## config.mk

```make
export PLATFORM = sky130hd
export DESIGN_NAME = char_xform_stream_flat
export DESIGN_NICKNAME = d
export VERILOG_FILES = /design/src/rtl/char_xform_stream_pkg.sv /design/src/rtl/char_xform_stream_if.sv /design/src/rtl/char_xform_stream_lane.sv /design/src/rtl/char_xform_stream.sv /design/src/flat_wrapper.sv
export SDC_FILE = /design/constraint.sdc
export NUM_CORES = 1
export LEC_CHECK = 0
export CAP_MARGIN = 20
export CORE_MARGIN = 4
export CORE_UTILIZATION = 48
export CTS_BUF_LIST = sky130_fd_sc_hd__clkbuf_4
export CTS_CLUSTER_SIZE = 14
export DETAILED_ROUTE_END_ITERATION = 12
export PLACE_DENSITY = 0.68
export SLEW_MARGIN = 10
export SYNTH_ARGS = -nofsm -noshare
export SYNTH_HDL_FRONTEND = slang
export SYNTH_HIERARCHICAL = 1
export SYNTH_SLANG_ARGS = --single-unit
```

## constraint.sdc

```tcl
create_clock -name i_clk -period 9.12 [get_ports i_clk]
set_clock_uncertainty 0.05 [all_clocks]
set_input_delay 1.824 -clock i_clk [delete_from_list [all_inputs] [get_ports i_clk]]
set_output_delay 1.824 -clock i_clk [all_outputs]
set_load 0.05 [all_outputs]
```

## src/rtl/char_xform_stream_pkg.sv

```systemverilog
// Shared constants for the character transform stream: mode encodings,
// ASCII letter bounds and a letter-classification helper.
package char_xform_pkg;

    typedef enum logic [1:0] {
        MODE_PASS  = 2'b00,
        MODE_UPPER = 2'b01,
        MODE_LOWER = 2'b10,
        MODE_ROT   = 2'b11
    } mode_e;

    localparam logic [7:0] ASC_A      = 8'h41;
    localparam logic [7:0] ASC_Z      = 8'h5A;
    localparam logic [7:0] ASC_LA     = 8'h61;
    localparam logic [7:0] ASC_LZ     = 8'h7A;
    localparam logic [7:0] CASE_DELTA = 8'h20;
    localparam int         ALPHA_LEN  = 26;

    function automatic logic is_alpha(input logic [7:0] c);
        return ((c >= ASC_A) && (c <= ASC_Z)) || ((c >= ASC_LA) && (c <= ASC_LZ));
    endfunction

endpackage

```

## src/rtl/char_xform_stream_if.sv

```systemverilog
// Handshake bundle for char_xform_stream: upstream word port and
// downstream FIFO head port, plus the accepted-word counter.
interface char_xform_stream_if #(
    parameter int N_CHARS = 3,
    parameter int CNT_W   = 16
);
    localparam int LW = $clog2(N_CHARS + 1);

    logic                   i_valid;
    logic                   o_ready;
    logic [8*N_CHARS-1:0]   i_code;
    logic [1:0]             i_mode;
    logic [4:0]             i_shift;
    logic                   o_valid;
    logic                   i_ready;
    logic [8*N_CHARS-1:0]   o_code;
    logic [LW-1:0]          o_letters;
    logic [CNT_W-1:0]       o_words;

    modport slave (
        input  i_valid, i_code, i_mode, i_shift, i_ready,
        output o_ready, o_valid, o_code, o_letters, o_words
    );

    modport master (
        output i_valid, i_code, i_mode, i_shift, i_ready,
        input  o_ready, o_valid, o_code, o_letters, o_words
    );

endinterface

```

## src/rtl/char_xform_stream_lane.sv

```systemverilog
// Combinational single-byte transform (pass / upper / lower / Caesar rotate)
// with a flag telling whether the resulting byte is a letter.
module char_xform_lane
    import char_xform_pkg::*;
(
    input  logic [7:0] i_char,
    input  logic [1:0] i_mode,
    input  logic [4:0] i_shift,
    output logic [7:0] o_char,
    output logic       o_is_letter
);

    logic       is_up;
    logic       is_lo;
    logic [4:0] shift_mod;
    logic [7:0] base;
    logic [7:0] rot_sum;

    always_comb begin
        is_up     = (i_char >= ASC_A)  && (i_char <= ASC_Z);
        is_lo     = (i_char >= ASC_LA) && (i_char <= ASC_LZ);
        // 5-bit shift never exceeds 31, so one conditional subtract is a full mod 26
        shift_mod = (i_shift >= 5'(ALPHA_LEN)) ? (i_shift - 5'(ALPHA_LEN)) : i_shift;
        base      = is_up ? ASC_A : ASC_LA;
        rot_sum   = (i_char - base) + {3'b000, shift_mod};
        if (rot_sum >= 8'(ALPHA_LEN)) begin
            rot_sum = rot_sum - 8'(ALPHA_LEN);
        end

        o_char = i_char;
        case (i_mode)
            MODE_UPPER: if (is_lo) o_char = i_char - CASE_DELTA;
            MODE_LOWER: if (is_up) o_char = i_char + CASE_DELTA;
            MODE_ROT:   if (is_up || is_lo) o_char = base + rot_sum;
            default:    o_char = i_char;
        endcase

        o_is_letter = is_alpha(o_char);
    end

endmodule

```

## src/rtl/char_xform_stream.sv

```systemverilog
// Streaming character transform: per-word lane transforms feeding a
// show-ahead output FIFO, with letter counting and a saturating word counter.
module char_xform_stream
    import char_xform_pkg::*;
#(
    parameter int N_CHARS = 3,
    parameter int DEPTH   = 4,
    parameter int CNT_W   = 16
) (
    input  logic i_clk,
    input  logic i_rst,
    char_xform_stream_if.slave bus
);

    localparam int AW = $clog2(DEPTH);
    localparam int CW = AW + 1;
    localparam int LW = $clog2(N_CHARS + 1);
    localparam int W  = 8 * N_CHARS;

    logic [W-1:0]       xf_code;
    logic [N_CHARS-1:0] lane_letter;
    logic [LW-1:0]      letter_cnt;

    logic [AW-1:0]      wr_ptr_q, wr_ptr_d;
    logic [AW-1:0]      rd_ptr_q, rd_ptr_d;
    logic [CW-1:0]      count_q,  count_d;
    logic [CNT_W-1:0]   words_q,  words_d;

    logic [W-1:0]       code_mem_q [DEPTH];
    logic [LW-1:0]      let_mem_q  [DEPTH];

    logic               full;
    logic               empty;
    logic               push;
    logic               pop;

    generate
        for (genvar gi = 0; gi < N_CHARS; gi++) begin : g_lane
            char_xform_lane u_lane (
                .i_char      (bus.i_code[8*gi +: 8]),
                .i_mode      (bus.i_mode),
                .i_shift     (bus.i_shift),
                .o_char      (xf_code[8*gi +: 8]),
                .o_is_letter (lane_letter[gi])
            );
        end
    endgenerate

    always_comb begin
        letter_cnt = '0;
        for (int k = 0; k < N_CHARS; k++) begin
            letter_cnt = letter_cnt + LW'(lane_letter[k]);
        end
    end

    // Push depends only on full: a pop in the same cycle never frees a slot early
    always_comb begin
        full  = (count_q == CW'(DEPTH));
        empty = (count_q == '0);
        push  = bus.i_valid && !full;
        pop   = !empty && bus.i_ready;

        wr_ptr_d = push ? (wr_ptr_q + 1'b1) : wr_ptr_q;
        rd_ptr_d = pop  ? (rd_ptr_q + 1'b1) : rd_ptr_q;

        count_d = count_q;
        case ({push, pop})
            2'b10:   count_d = count_q + 1'b1;
            2'b01:   count_d = count_q - 1'b1;
            default: count_d = count_q;
        endcase

        words_d = words_q;
        if (push && (words_q != '1)) begin
            words_d = words_q + 1'b1;
        end
    end

    always_ff @(posedge i_clk) begin
        if (i_rst) begin
            wr_ptr_q <= '0;
            rd_ptr_q <= '0;
            count_q  <= '0;
            words_q  <= '0;
        end else begin
            wr_ptr_q <= wr_ptr_d;
            rd_ptr_q <= rd_ptr_d;
            count_q  <= count_d;
            words_q  <= words_d;
        end
    end

    // Storage is not reset; the occupancy counter alone decides what is visible
    always_ff @(posedge i_clk) begin
        if (push && !i_rst) begin
            code_mem_q[wr_ptr_q] <= xf_code;
            let_mem_q[wr_ptr_q]  <= letter_cnt;
        end
    end

    always_comb begin
        bus.o_valid   = !empty;
        bus.o_ready   = !full;
        bus.o_code    = empty ? '0 : code_mem_q[rd_ptr_q];
        bus.o_letters = empty ? '0 : let_mem_q[rd_ptr_q];
        bus.o_words   = words_q;
    end

endmodule

```

## src/flat_wrapper.sv

```systemverilog
// flat-port wrapper written by rule: the top's interface ports become plain ports
module char_xform_stream_flat import char_xform_pkg::*;
#(
    parameter int N_CHARS = 3,
    parameter int DEPTH   = 4,
    parameter int CNT_W   = 16
)
  (i_clk, i_rst, bus_i_valid, bus_i_code, bus_i_mode, bus_i_shift, bus_i_ready, bus_o_ready, bus_o_valid, bus_o_code, bus_o_letters, bus_o_words);
  char_xform_stream_if #(.N_CHARS(N_CHARS), .CNT_W(CNT_W)) bus_i ();
  input  logic i_clk;
  input  logic i_rst;
  input wire logic [$bits(bus_i.i_valid)-1:0] bus_i_valid;
  input wire logic [$bits(bus_i.i_code)-1:0] bus_i_code;
  input wire logic [$bits(bus_i.i_mode)-1:0] bus_i_mode;
  input wire logic [$bits(bus_i.i_shift)-1:0] bus_i_shift;
  input wire logic [$bits(bus_i.i_ready)-1:0] bus_i_ready;
  output wire logic [$bits(bus_i.o_ready)-1:0] bus_o_ready;
  output wire logic [$bits(bus_i.o_valid)-1:0] bus_o_valid;
  output wire logic [$bits(bus_i.o_code)-1:0] bus_o_code;
  output wire logic [$bits(bus_i.o_letters)-1:0] bus_o_letters;
  output wire logic [$bits(bus_i.o_words)-1:0] bus_o_words;
  assign bus_i.i_valid = bus_i_valid;
  assign bus_i.i_code = bus_i_code;
  assign bus_i.i_mode = bus_i_mode;
  assign bus_i.i_shift = bus_i_shift;
  assign bus_i.i_ready = bus_i_ready;
  assign bus_o_ready = bus_i.o_ready;
  assign bus_o_valid = bus_i.o_valid;
  assign bus_o_code = bus_i.o_code;
  assign bus_o_letters = bus_i.o_letters;
  assign bus_o_words = bus_i.o_words;
  char_xform_stream #(.N_CHARS(N_CHARS), .DEPTH(DEPTH), .CNT_W(CNT_W)) u_core (.i_clk(i_clk), .i_rst(i_rst), .bus(bus_i));
endmodule
```

### Word-level counts from Yosys, hierarchy flattened

Memory sizes are Yosys's and may differ from the RTL's. A register that Yosys moved wholly into a read port is not among the register bits.
Index checks and enable logic that the tools add are counted.

* add/subtract/negate cells: 26
* equal/unequal tests: 7
* magnitude comparators: 28
* muxes and demuxes: 28
* reduce and logical (&&, ||, !) cells: 27

Operators by type and width (number)
* 8-bit by 7-bit >= comparator with 1-bit output, second input constant: 12
* 8-bit by 7-bit less-or-equal comparator with 1-bit output, second input constant: 12
* 8-bit 2-to-1 mux: 12
* 8-bit one-hot mux with 3 select lines: 3
* 7-bit by 8-bit adder with 8-bit output: 3
* 8-bit by 5-bit adder with 8-bit output: 3
* 8-bit by 6-bit adder with 8-bit output, second input constant: 3
* 8-bit by 5-bit >= comparator with 1-bit output, second input constant: 3
* 24-bit 2-to-1 mux: 1
* 8-bit by 5-bit subtractor with 8-bit output, second input constant: 3
* 8-bit by 6-bit subtractor with 8-bit output, second input constant: 3
* 8-bit by 7-bit subtractor with 8-bit output: 3
* 6-bit 2-to-1 mux: 3
* 16-bit by 1-bit adder with 16-bit output, second input constant: 1
* 1-bit logical AND: 16
* 16-bit inequality test, second input constant: 1
* 2-bit 2-to-1 mux: 5
* 2-bit equality test, second input constant: 3
* 1-bit logical OR: 6
* 3-bit one-hot mux with 2 select lines: 1
* 5-bit >= comparator, second input constant: 1
* 5-bit 2-to-1 mux: 1
* 5-bit subtractor, second input constant: 1
* 2-bit by 1-bit adder with 2-bit output, second input constant: 2
* 10 further kinds: 14

* bits of input ports: 35
* bits in registers: 23
* memories kept: 2
* RAM bits: 104
* output and inout port bits: 44
* word-level logic and storage cells: 122

Memory list
* u_core.code_mem_q: words 4, width 24, rd ports 1, clocked after Yosys merged registers in 1, wr ports 1, line char_xform_stream.sv:29 `logic [W-1:0] code_mem_q [DEPTH];`
* u_core.let_mem_q: words 4, width 2, rd ports 1, clocked after Yosys merged registers in 1, wr ports 1, line char_xform_stream.sv:30 `logic [LW-1:0] let_mem_q [DEPTH];`

### Depth between registers and ports, before layout

Gate-level depths: netlist of run 1.

* depth after elaboration: 15
* depth in mapped cells: 23
* gate-level depth less buffers: 22

### By module

Netlist of run 1, hierarchy kept.

Modules (own cells, without submodules)
* char_xform_stream: times used 1, cells an instance 316, area each 5216.3 µm², sequential area each 3623.5 µm²
* char_xform_lane: times used 3, cells an instance 190, area each 1393.8 µm², sequential area each 0.0 µm²

### Worst setup path before layout of run 1

Ideal clock, no wire load.

* kind: input to register
* from: input port bus_i_code[12]
* to: memory u_core/let_mem_q[0][0] (netlist bit), data pin
* setup slack: 2.686 ns
* required time: 8.789 ns
* arrival time: 6.103 ns
* setup time: 0.281 ns
* cell stages on the path: 17
* path buffers: 0
* cells stage by stage: nor3_1 a311o_1 nor2_1 ha_1 ha_1 nor2b_1 a221oi_2 o311ai_2 and4bb_4 nand2_1 xnor2_1 ha_1 mux2_2 and2_1 o21a_1 a2111oi_2 fa_1

* cells in the longest elaborated chain, start to end: 15
* elaborated cells on any way between the ends: 29
* those cells by class: 8 x add/sub; 9 x order compare; 6 x mux; 6 x reduce/logical

Ends and longest elaborated chain
* start, declared: line flat_wrapper.sv:13 `input wire logic [$bits(bus_i.i_code)-1:0] bus_i_code;`
* 8-bit by 7-bit >= comparator with 1-bit output or 8-bit by 7-bit less-or-equal comparator with 1-bit output (tied branches): line char_xform_stream_lane.sv:20 `is_up = (i_char >= ASC_A) && (i_char <= ASC_Z);`
* 1-bit logical AND: line char_xform_stream_lane.sv:20
* 6-bit 2-to-1 mux: line char_xform_stream_lane.sv:24 `base = is_up ? ASC_A : ASC_LA;`
* 8-bit by 7-bit subtractor with 8-bit output: line char_xform_stream_lane.sv:25 `rot_sum = (i_char - base) + {3'b000, shift_mod};`
* 8-bit by 5-bit adder with 8-bit output: line char_xform_stream_lane.sv:25
* 8-bit by 5-bit >= comparator with 1-bit output: line char_xform_stream_lane.sv:26 `if (rot_sum >= 8'(ALPHA_LEN)) begin`
* 8-bit 2-to-1 mux: line char_xform_stream_lane.sv:26
* 7-bit by 8-bit adder with 8-bit output: line char_xform_stream_lane.sv:34 `MODE_ROT: if (is_up || is_lo) o_char = base + rot_sum;`
* (+2 left out)
* named net u_core.xf_code[9]: line char_xform_stream.sv:20 `logic [W-1:0] xf_code;`
* 8-bit by 7-bit >= comparator with 1-bit output or 8-bit by 7-bit less-or-equal comparator with 1-bit output (tied branches): line char_xform_stream_pkg.sv:20 `return ((c >= ASC_A) && (c <= ASC_Z)) || ((c >= ASC_LA) && (c <= ASC_LZ));`
* 1-bit logical AND: line char_xform_stream_pkg.sv:20
* 1-bit logical OR (*): line char_xform_stream_pkg.sv:20
* named net u_core.lane_letter[1]: line char_xform_stream.sv:21 `logic [N_CHARS-1:0] lane_letter;`
* 1-bit by 1-bit adder with 2-bit output (*): line char_xform_stream.sv:52 `letter_cnt = letter_cnt + LW'(lane_letter[k]);`
* 2-bit by 1-bit adder with 2-bit output (*): line char_xform_stream.sv:52
* named net u_core.letter_cnt[0]: line char_xform_stream.sv:22 `logic [LW-1:0] letter_cnt;`
* end, declared: line char_xform_stream.sv:30

The timed path passes the listed nets; every way through them passes the cells marked *.

### Worst setup path after layout of run 1

* from: input port bus_i_shift[1]
* to: memory u_core/let_mem_q[1][0] (netlist bit), data pin

* cells in the longest elaborated chain, start to end: 13
* elaborated cells on any way between the ends: 47
* those cells by class: 12 x add/sub; 16 x order compare; 10 x mux; 9 x reduce/logical

Ends and longest elaborated chain
* start, declared: line flat_wrapper.sv:15 `input wire logic [$bits(bus_i.i_shift)-1:0] bus_i_shift;`
* 5-bit subtractor or 5-bit >= comparator (tied branches): line char_xform_stream_lane.sv:23 `shift_mod = (i_shift >= 5'(ALPHA_LEN)) ? (i_shift - 5'(ALPHA_LEN)) : i_shift;`
* 5-bit 2-to-1 mux (*): line char_xform_stream_lane.sv:23
* 8-bit by 5-bit adder with 8-bit output (*): line char_xform_stream_lane.sv:25
* 8-bit by 5-bit subtractor with 8-bit output or 8-bit by 5-bit >= comparator with 1-bit output (tied branches): line char_xform_stream_lane.sv:27, char_xform_stream_lane.sv:26
* 8-bit 2-to-1 mux (*): line char_xform_stream_lane.sv:26
* 7-bit by 8-bit adder with 8-bit output (*): line char_xform_stream_lane.sv:34
* 8-bit 2-to-1 mux (*): line char_xform_stream_lane.sv:34
* 8-bit one-hot mux with 3 select lines (*): line char_xform_stream_lane.sv:31 `case (i_mode)`
* named net u_core.xf_code[2]: line char_xform_stream.sv:20
* 8-bit by 7-bit >= comparator with 1-bit output or 8-bit by 7-bit less-or-equal comparator with 1-bit output (tied branches): line char_xform_stream_pkg.sv:20
* 1-bit logical AND: line char_xform_stream_pkg.sv:20
* 1-bit logical OR (*): line char_xform_stream_pkg.sv:20
* named net u_core.lane_letter[0]: line char_xform_stream.sv:21
* 1-bit by 1-bit adder with 2-bit output (*): line char_xform_stream.sv:52
* 2-bit by 1-bit adder with 2-bit output (*): line char_xform_stream.sv:52
* named net u_core.letter_cnt[0]: line char_xform_stream.sv:22

Marks and branches as above.

==> impl_metrics.ini, run 1 <==
[placed_design]
portBuffers = 78
hpwl_mm = 15.39
place_area_mm2 = 0.01046
place_congestion = 0.8977

[yosys]
yosys.area.top_type = edfxtp_1
synth_area_leaders = edfxtp_1 (33%), ha_1 (8.0%), mux4_2 (6.2%)
avgSynthCellArea_um2 = 10.61
synth_cell_types = 80
async_flop_share_pct = 0
synth_cells = 886
yosysTopAreaCellShare_pct = 33.23
ys.flop_type = edfxtp_1
syn_nets = 986
synth_seq_cells = 129
synth_seq_area_share_pct = 38.56
synth_warnings = 6
synth_edf_count = 104
netlist_area_mm2 = 0.009398

[floorplan]
die_area_mm2 = 0.02188
die_height_um = 147.9
ios = 79
rows = 50
core_area_mm2 = 0.01896
start_util_pct = 49.58
die_w_um = 147.9

[grt]
gr-usage-all-layers_pct = 18.94
antenna_found_initial = 0
grt_max_degree = 30
grt_pass1_vias = 6697
grt_pass1_wl_mm = 34.05
gr-total-overflow = 0

[sta]
rsz0062_at_grt = no
fin_crit_ns = 7.375
finalSetupViolations = 0
relSlewSlack_pct = 36.05
fmax_ghz = 0.1356
slew_violations = 0
tns_ns = 0
worst_hold_slack_ns = 0.4572
tightest_slew_ns = 0.9592
period_share_pct = 80.87
hold_viol = 0

[layout]
fin_nets = 1069
finalInstanceArea_mm2 = 0.01073
final_cell_mix = edfxtp_1 (104), inv_1 (79), clkdlybuf4s50_1 (78), nand2_1 (67), ha_1 (60)
drive_above_1_share_pct = 12.42
utilization_pct = 56.62
final_common_cell = edfxtp_1
antennaDiodeCount = 0
synthToLayoutAreaGrowth_pct = 14.21

[detailed_routing]
viasPerCell = 5.763
drc = 0
drt-total-wl_mm = 20.57
drt_iter0_markers = 458
drt-pass1-iter-count = 4
num_vias = 7158
wl_per_cell_um = 16.56
ant_nets = 0

[clock_tree]
ctsResizeCount = 0
cts-root-buf = clkbuf_4
cts.clk_slew.worst_paths_ns = 0.11
postCtsSetupBuffers = 0
numCtsBuffers = 17
htree_levels = 4
clock_latency_ns = 0.50
hold_buffers = 0
cts_tree = built
max-clock-path-buffers = 2
clkSinkCount = 129

[setup_path]
worst_r2r_path_depth = 8
end_kind = flop
startpoint = bus_i_shift[1]
crit_path_start_kind = primary input
r2r_setup_slack_ns = 6.39
r2r-start = u_core/count_q[0]
rr_endpoint = u_core/count_q[2]
crit_type = primary input to flop
critPathMaxFanout = 15
worstPathArrival_ns = 7.56
worst_ep_required_time_ns = 9.30

[hold_path]
hold_start = u_core/count_q[2]
hold_path.class = flop to flop
hold_depth = 2
holdPathEnd = u_core/count_q[2]

[power]
ir_worst_vdd_v = 0.00009318
p_leak_nw = 3.953
total_power_mw = 2.410
power_density_mw_per_mm2 = 224.5

[outcome]
outcome = finished clean

[flow_run]
drv_cap = 0
-- kinds of logic after synthesis --
kind of cell,Yosys count,synth area share [%]
simple gates,289,17.73
compound gates,237,20.21
flops,129,38.56
buf+inv,101,4.274
fa+ha+maj,65,9.053
mux,45,8.308
xor+xnor,20,1.864
-- cell usage after synthesis (6+ instances only) --
cell,number
inv_1,79
or3_1,6
clkbuf_1,8
edfxtp_1,104
o21a_1,15
a21oi_1,52
o211ai_1,9
a2111oi_2,6
ha_1,60
nand2_1,67
o21bai_1,6
nor2b_1,10
a211oi_1,11
buf_2,9
a211o_1,6
mux2i_1,15
xor2_1,9
xnor2_1,11
nor2_1,41
nand3_1,16
o31ai_1,11
a221oi_1,9
mux4_2,26
o211a_1,9
and3_1,12
o21ai_0,29
a21o_1,9
nor3_1,17
and2_1,47
or4_1,8
nand2b_1,12
dfxtp_1,25
-- area by class of cell --
type | instances | area [um2]
inverters | 80 | 300.3
fillers | 1656 | 8223
multi-input cells | 656 | 5373
clock buffers | 18 | 135.1
repair buffers | 85 | 833.3
flip-flops and latches | 129 | 3625
clock inverters | 14 | 141.4
well taps | 260 | 325.3
-- through the flow --
step	cells	worst slack (ns)
global placement	1210	1.291
detailed placement	1210	1.226
floorplan	886	2.686
finish	1242	1.745
global route	1242	1.328
CTS	1242	1.797
-- worst max path at each step --
stage / endpoint / cells past startpoint
after floorplan: u_core/let_mem_q[0][0] / 17
after global placement: u_core/let_mem_q[0][0] / 20
after detailed placement: u_core/let_mem_q[2][0] / 20
after CTS: u_core/let_mem_q[1][0] / 20
after global routing: u_core/let_mem_q[1][0] / 20
final: u_core/let_mem_q[1][0] / 20
-- flip-flops by register name, indices dropped and copies added, names as in the netlist, named ones only --
register            count
u_core/rd_ptr_q         2
u_core/let_mem_q        8
u_core/wr_ptr_q         2
u_core/code_mem_q      96
u_core/bus.o_words     16
u_core/count_q          3
-- worst max-delay path: stages --
cell             delay (ns)
clkdlybuf4s50_1        0.78
inv_1                  0.09
ha_1                   0.26
o21ai_0                0.11
nand3_1                0.10
a21oi_1                0.28
ha_1                   0.32
fa_1                   0.44
nand2b_1               0.21
a21oi_1                0.26
xor2_1                 0.41
nand2_2                0.18
nand2_1                0.16
xnor2_1                0.13
ha_1                   0.20
nor3_1                 0.06
o31ai_1                0.56
nor4b_1                0.15
a2111oi_2              0.50
fa_1                   0.51
-- power by group --
group | switching [mW] | internal (mW) | total [mW]
Sequential | 0.0468 | 0.688 | 0.734
Clock | 0.203 | 0.164 | 0.368
Combinational | 0.799 | 0.509 | 1.31
-- routing by layer --
metal  up-vias  part of all wire [%]  GRT usage, %  wire length [um]
li1       3559                     -             -                 -
met1      3421                    48         27.21              9945
met2       162                    46         29.85              9411
met4         0                   1.5         5.035               310
met5         -                     0             0                 0
met3        16                   4.4         3.342               897
Power figures use the tool's default switching activity.
==> run 2: changes to the inputs <==
--- a/config.mk
+++ b/config.mk
@@ -11,7 +11,7 @@
 export CTS_BUF_LIST = sky130_fd_sc_hd__clkbuf_4
 export CTS_CLUSTER_SIZE = 14
 export DETAILED_ROUTE_END_ITERATION = 12
-export PLACE_DENSITY = 0.68
+export PLACE_DENSITY = 0.71
 export SLEW_MARGIN = 10
 export SYNTH_ARGS = -nofsm -noshare
 export SYNTH_HDL_FRONTEND = slang
==> constraint.sdc (replaced) <==
create_clock -name i_clk -period 6.04 [get_ports i_clk]
set_clock_uncertainty 0.05 [all_clocks]
set_input_delay 1.208 -clock i_clk [delete_from_list [all_inputs] [get_ports i_clk]]
set_output_delay 1.208 -clock i_clk [all_outputs]
set_load 0.05 [all_outputs]
==> run 2 against run 1 <==
Against the previous run: register-to-register slack worse by 3.0 ns; die area unchanged; utilization rose by 8.1 points; flip-flop and latch count unchanged; total power is 65% higher; largest power group unchanged.
==> impl_metrics.ini, run 2 (synthesized netlist as in run 1, its figures left out) <==
[outcome]
outcome = finished clean

[layout]
antennaDiodeCount = 0
utilization_pct = 64.70
seqCellArea_mm2 = 0.003625
fin_nets = 1245
fill_cells = 1548
final_common_cell = buf_4
largest-register = u_core/code_mem_q
synthToLayoutAreaGrowth_pct = 30.50
drive_above_1_share_pct = 28.07
largest_reg_flops = 96
final_cell_mix = buf_4 (180), edfxtp_1 (104), inv_1 (79), clkdlybuf4s50_1 (77), nand2_1 (65)
multi_input_area_mm2 = 0.005563

[detailed_routing]
drt-total-wl_mm = 21.58
num_vias = 7746
ant_nets = 0
wl_per_cell_um = 15.22
drt-pass1-iter-count = 5
viasPerCell = 5.463
drt_iter0_markers = 317
drc = 0

[sta]
worst_slack_ns = 0.1675
period_share_pct = 97.23
hold_viol = 0
finalSetupViolations = 0
slew_violations = 0
relSlewSlack_pct = 24.12
tightest_slew_ns = 1.133
fin_crit_ns = 5.873
fmax_ghz = 0.1703

[placed_design]
place_congestion = 0.8969
portBuffers = 78
hpwl_mm = 16.67
pre_cts_ws_ns = -0.4996

[grt]
grt_max_degree = 30
gr-total-overflow = 0
antenna_found_initial = 0
gr-usage-all-layers_pct = 19.54
grt_pass1_wl_mm = 35.36
grt_pass1_vias = 7302

[setup_path]
critPathMaxStageDelay_ns = 0.52
r2r-start = u_core/count_q[0]
worstPathArrival_ns = 6.04
crit_slowest_cell = clkdlybuf4s50_1
crit_path_start_kind = primary input
crit_type = primary input to flop
critPathMaxFanout = 4
worst_ep_required_time_ns = 6.20
crit_chain = clkdlybuf4s50_1, inv_1, ha_1, o21ai_0, nand3_1, a21oi_2, ha_4, fa_1, nand2b_1, a2111o_1, o311ai_2, and4bb_4, nand2_1, xnor2_1, ha_2, mux2_2, and2_1, o21a_1, a2111oi_4, fa_1
end_kind = flop
startpoint = bus_i_shift[1]
path_common_cell = fa_1

[clock_tree]
cts.clk_slew.worst_paths_ns = 0.11
clkSinkCount = 129
max-clock-path-buffers = 2
clock_latency_ns = 0.49
cts-root-buf = clkbuf_4
numCtsBuffers = 17
cts_tree = built
htree_levels = 4

[power]
power_density_mw_per_mm2 = 325.2
p_leak_nw = 4.884
ir_worst_vdd_v = 0.0001246

[hold_path]
hold_path.class = flop to flop
hold_start = u_core/count_q[2]

[floorplan]
core_area_mm2 = 0.01896
start_util_pct = 49.58
die_area_mm2 = 0.02188
die_height_um = 147.9
ios = 79
rows = 50
die_w_um = 147.9

[flow_run]
drv_cap = 0
## run 2: area by class of cell
cell class / instances / share of cell area, %
clock inverters: 11 / 0.9896
inverters: 80 / 2.448
repair buffers: 261 / 17.71
clock buffers: 21 / 1.285
well taps: 260 / 2.653
flip-flops and latches: 129 / 29.56
multi-input cells: 656 / 45.36
## run 2: final timing paths
| kind | cells past startpoint | slack (ns) | end |
|---|---|---|---|
| worst max-delay path | 20 | 0.17 | u_core/let_mem_q[0][0] |
| worst min register to register | 2 | 0.45 | u_core/count_q[2] |
| worst min-delay path | 2 | 0.45 | u_core/count_q[2] |
| worst max register to register | 8 | 3.38 | u_core/count_q[2] |
## run 2: stage by stage
step	area, um2	setup TNS, ns	hold WS, ns	std cells	total power, mW
2_1_floorplan	9398	0	0.4114	886	2.599
3_3_place_gp	11760	-2.768	0.4309	1383	3.371
3_5_place_dp	11760	-3.440	0.4389	1384	3.400
4_1_cts	12040	0	0.4541	1416	3.977
5_1_grt	12260	-0.07438	0.4721	1418	4.246
6_report	12260	0	0.4521	1418	3.988
## run 2: critical path, delay by kind of cell
family                   cells  cell delay (ns)
AO/OA/AOI/OAI                6             1.36
XOR/XNOR                     1             0.14
adder cells (fa/ha/maj)      5             1.65
buffers and inverters        2             0.58
multiplexers                 1             0.28
AND/OR/NAND/NOR              5             0.83
## run 2: report_power, final
part	internal (mW)	switching (mW)
combinational	1.02	1.28
sequential	1.04	0.0732
clock	0.298	0.277
total	2.36	1.63
## run 2: what timing repair did
item / 4_1_cts / 5_1_grt
buffers inserted: 0 / 1
endpoints found under the setup margin: 0 / 8
gates resized for setup: 0 / 43
hold buffers: 0 / 0
## run 2: layer usage
| metal | part of all wire [%] | GRT usage [%] | vias up | wire length (um) |
|---|---|---|---|---|
| met4 | 0.59 | 4.018 | 0 | 127 |
| li1 | - | - | 3928 | - |
| met3 | 3.6 | 2.361 | 9 | 777 |
| met2 | 48 | 32.81 | 128 | 10340 |
| met1 | 48 | 27.53 | 3681 | 10330 |
| met5 | 0 | 0 | - | 0 |
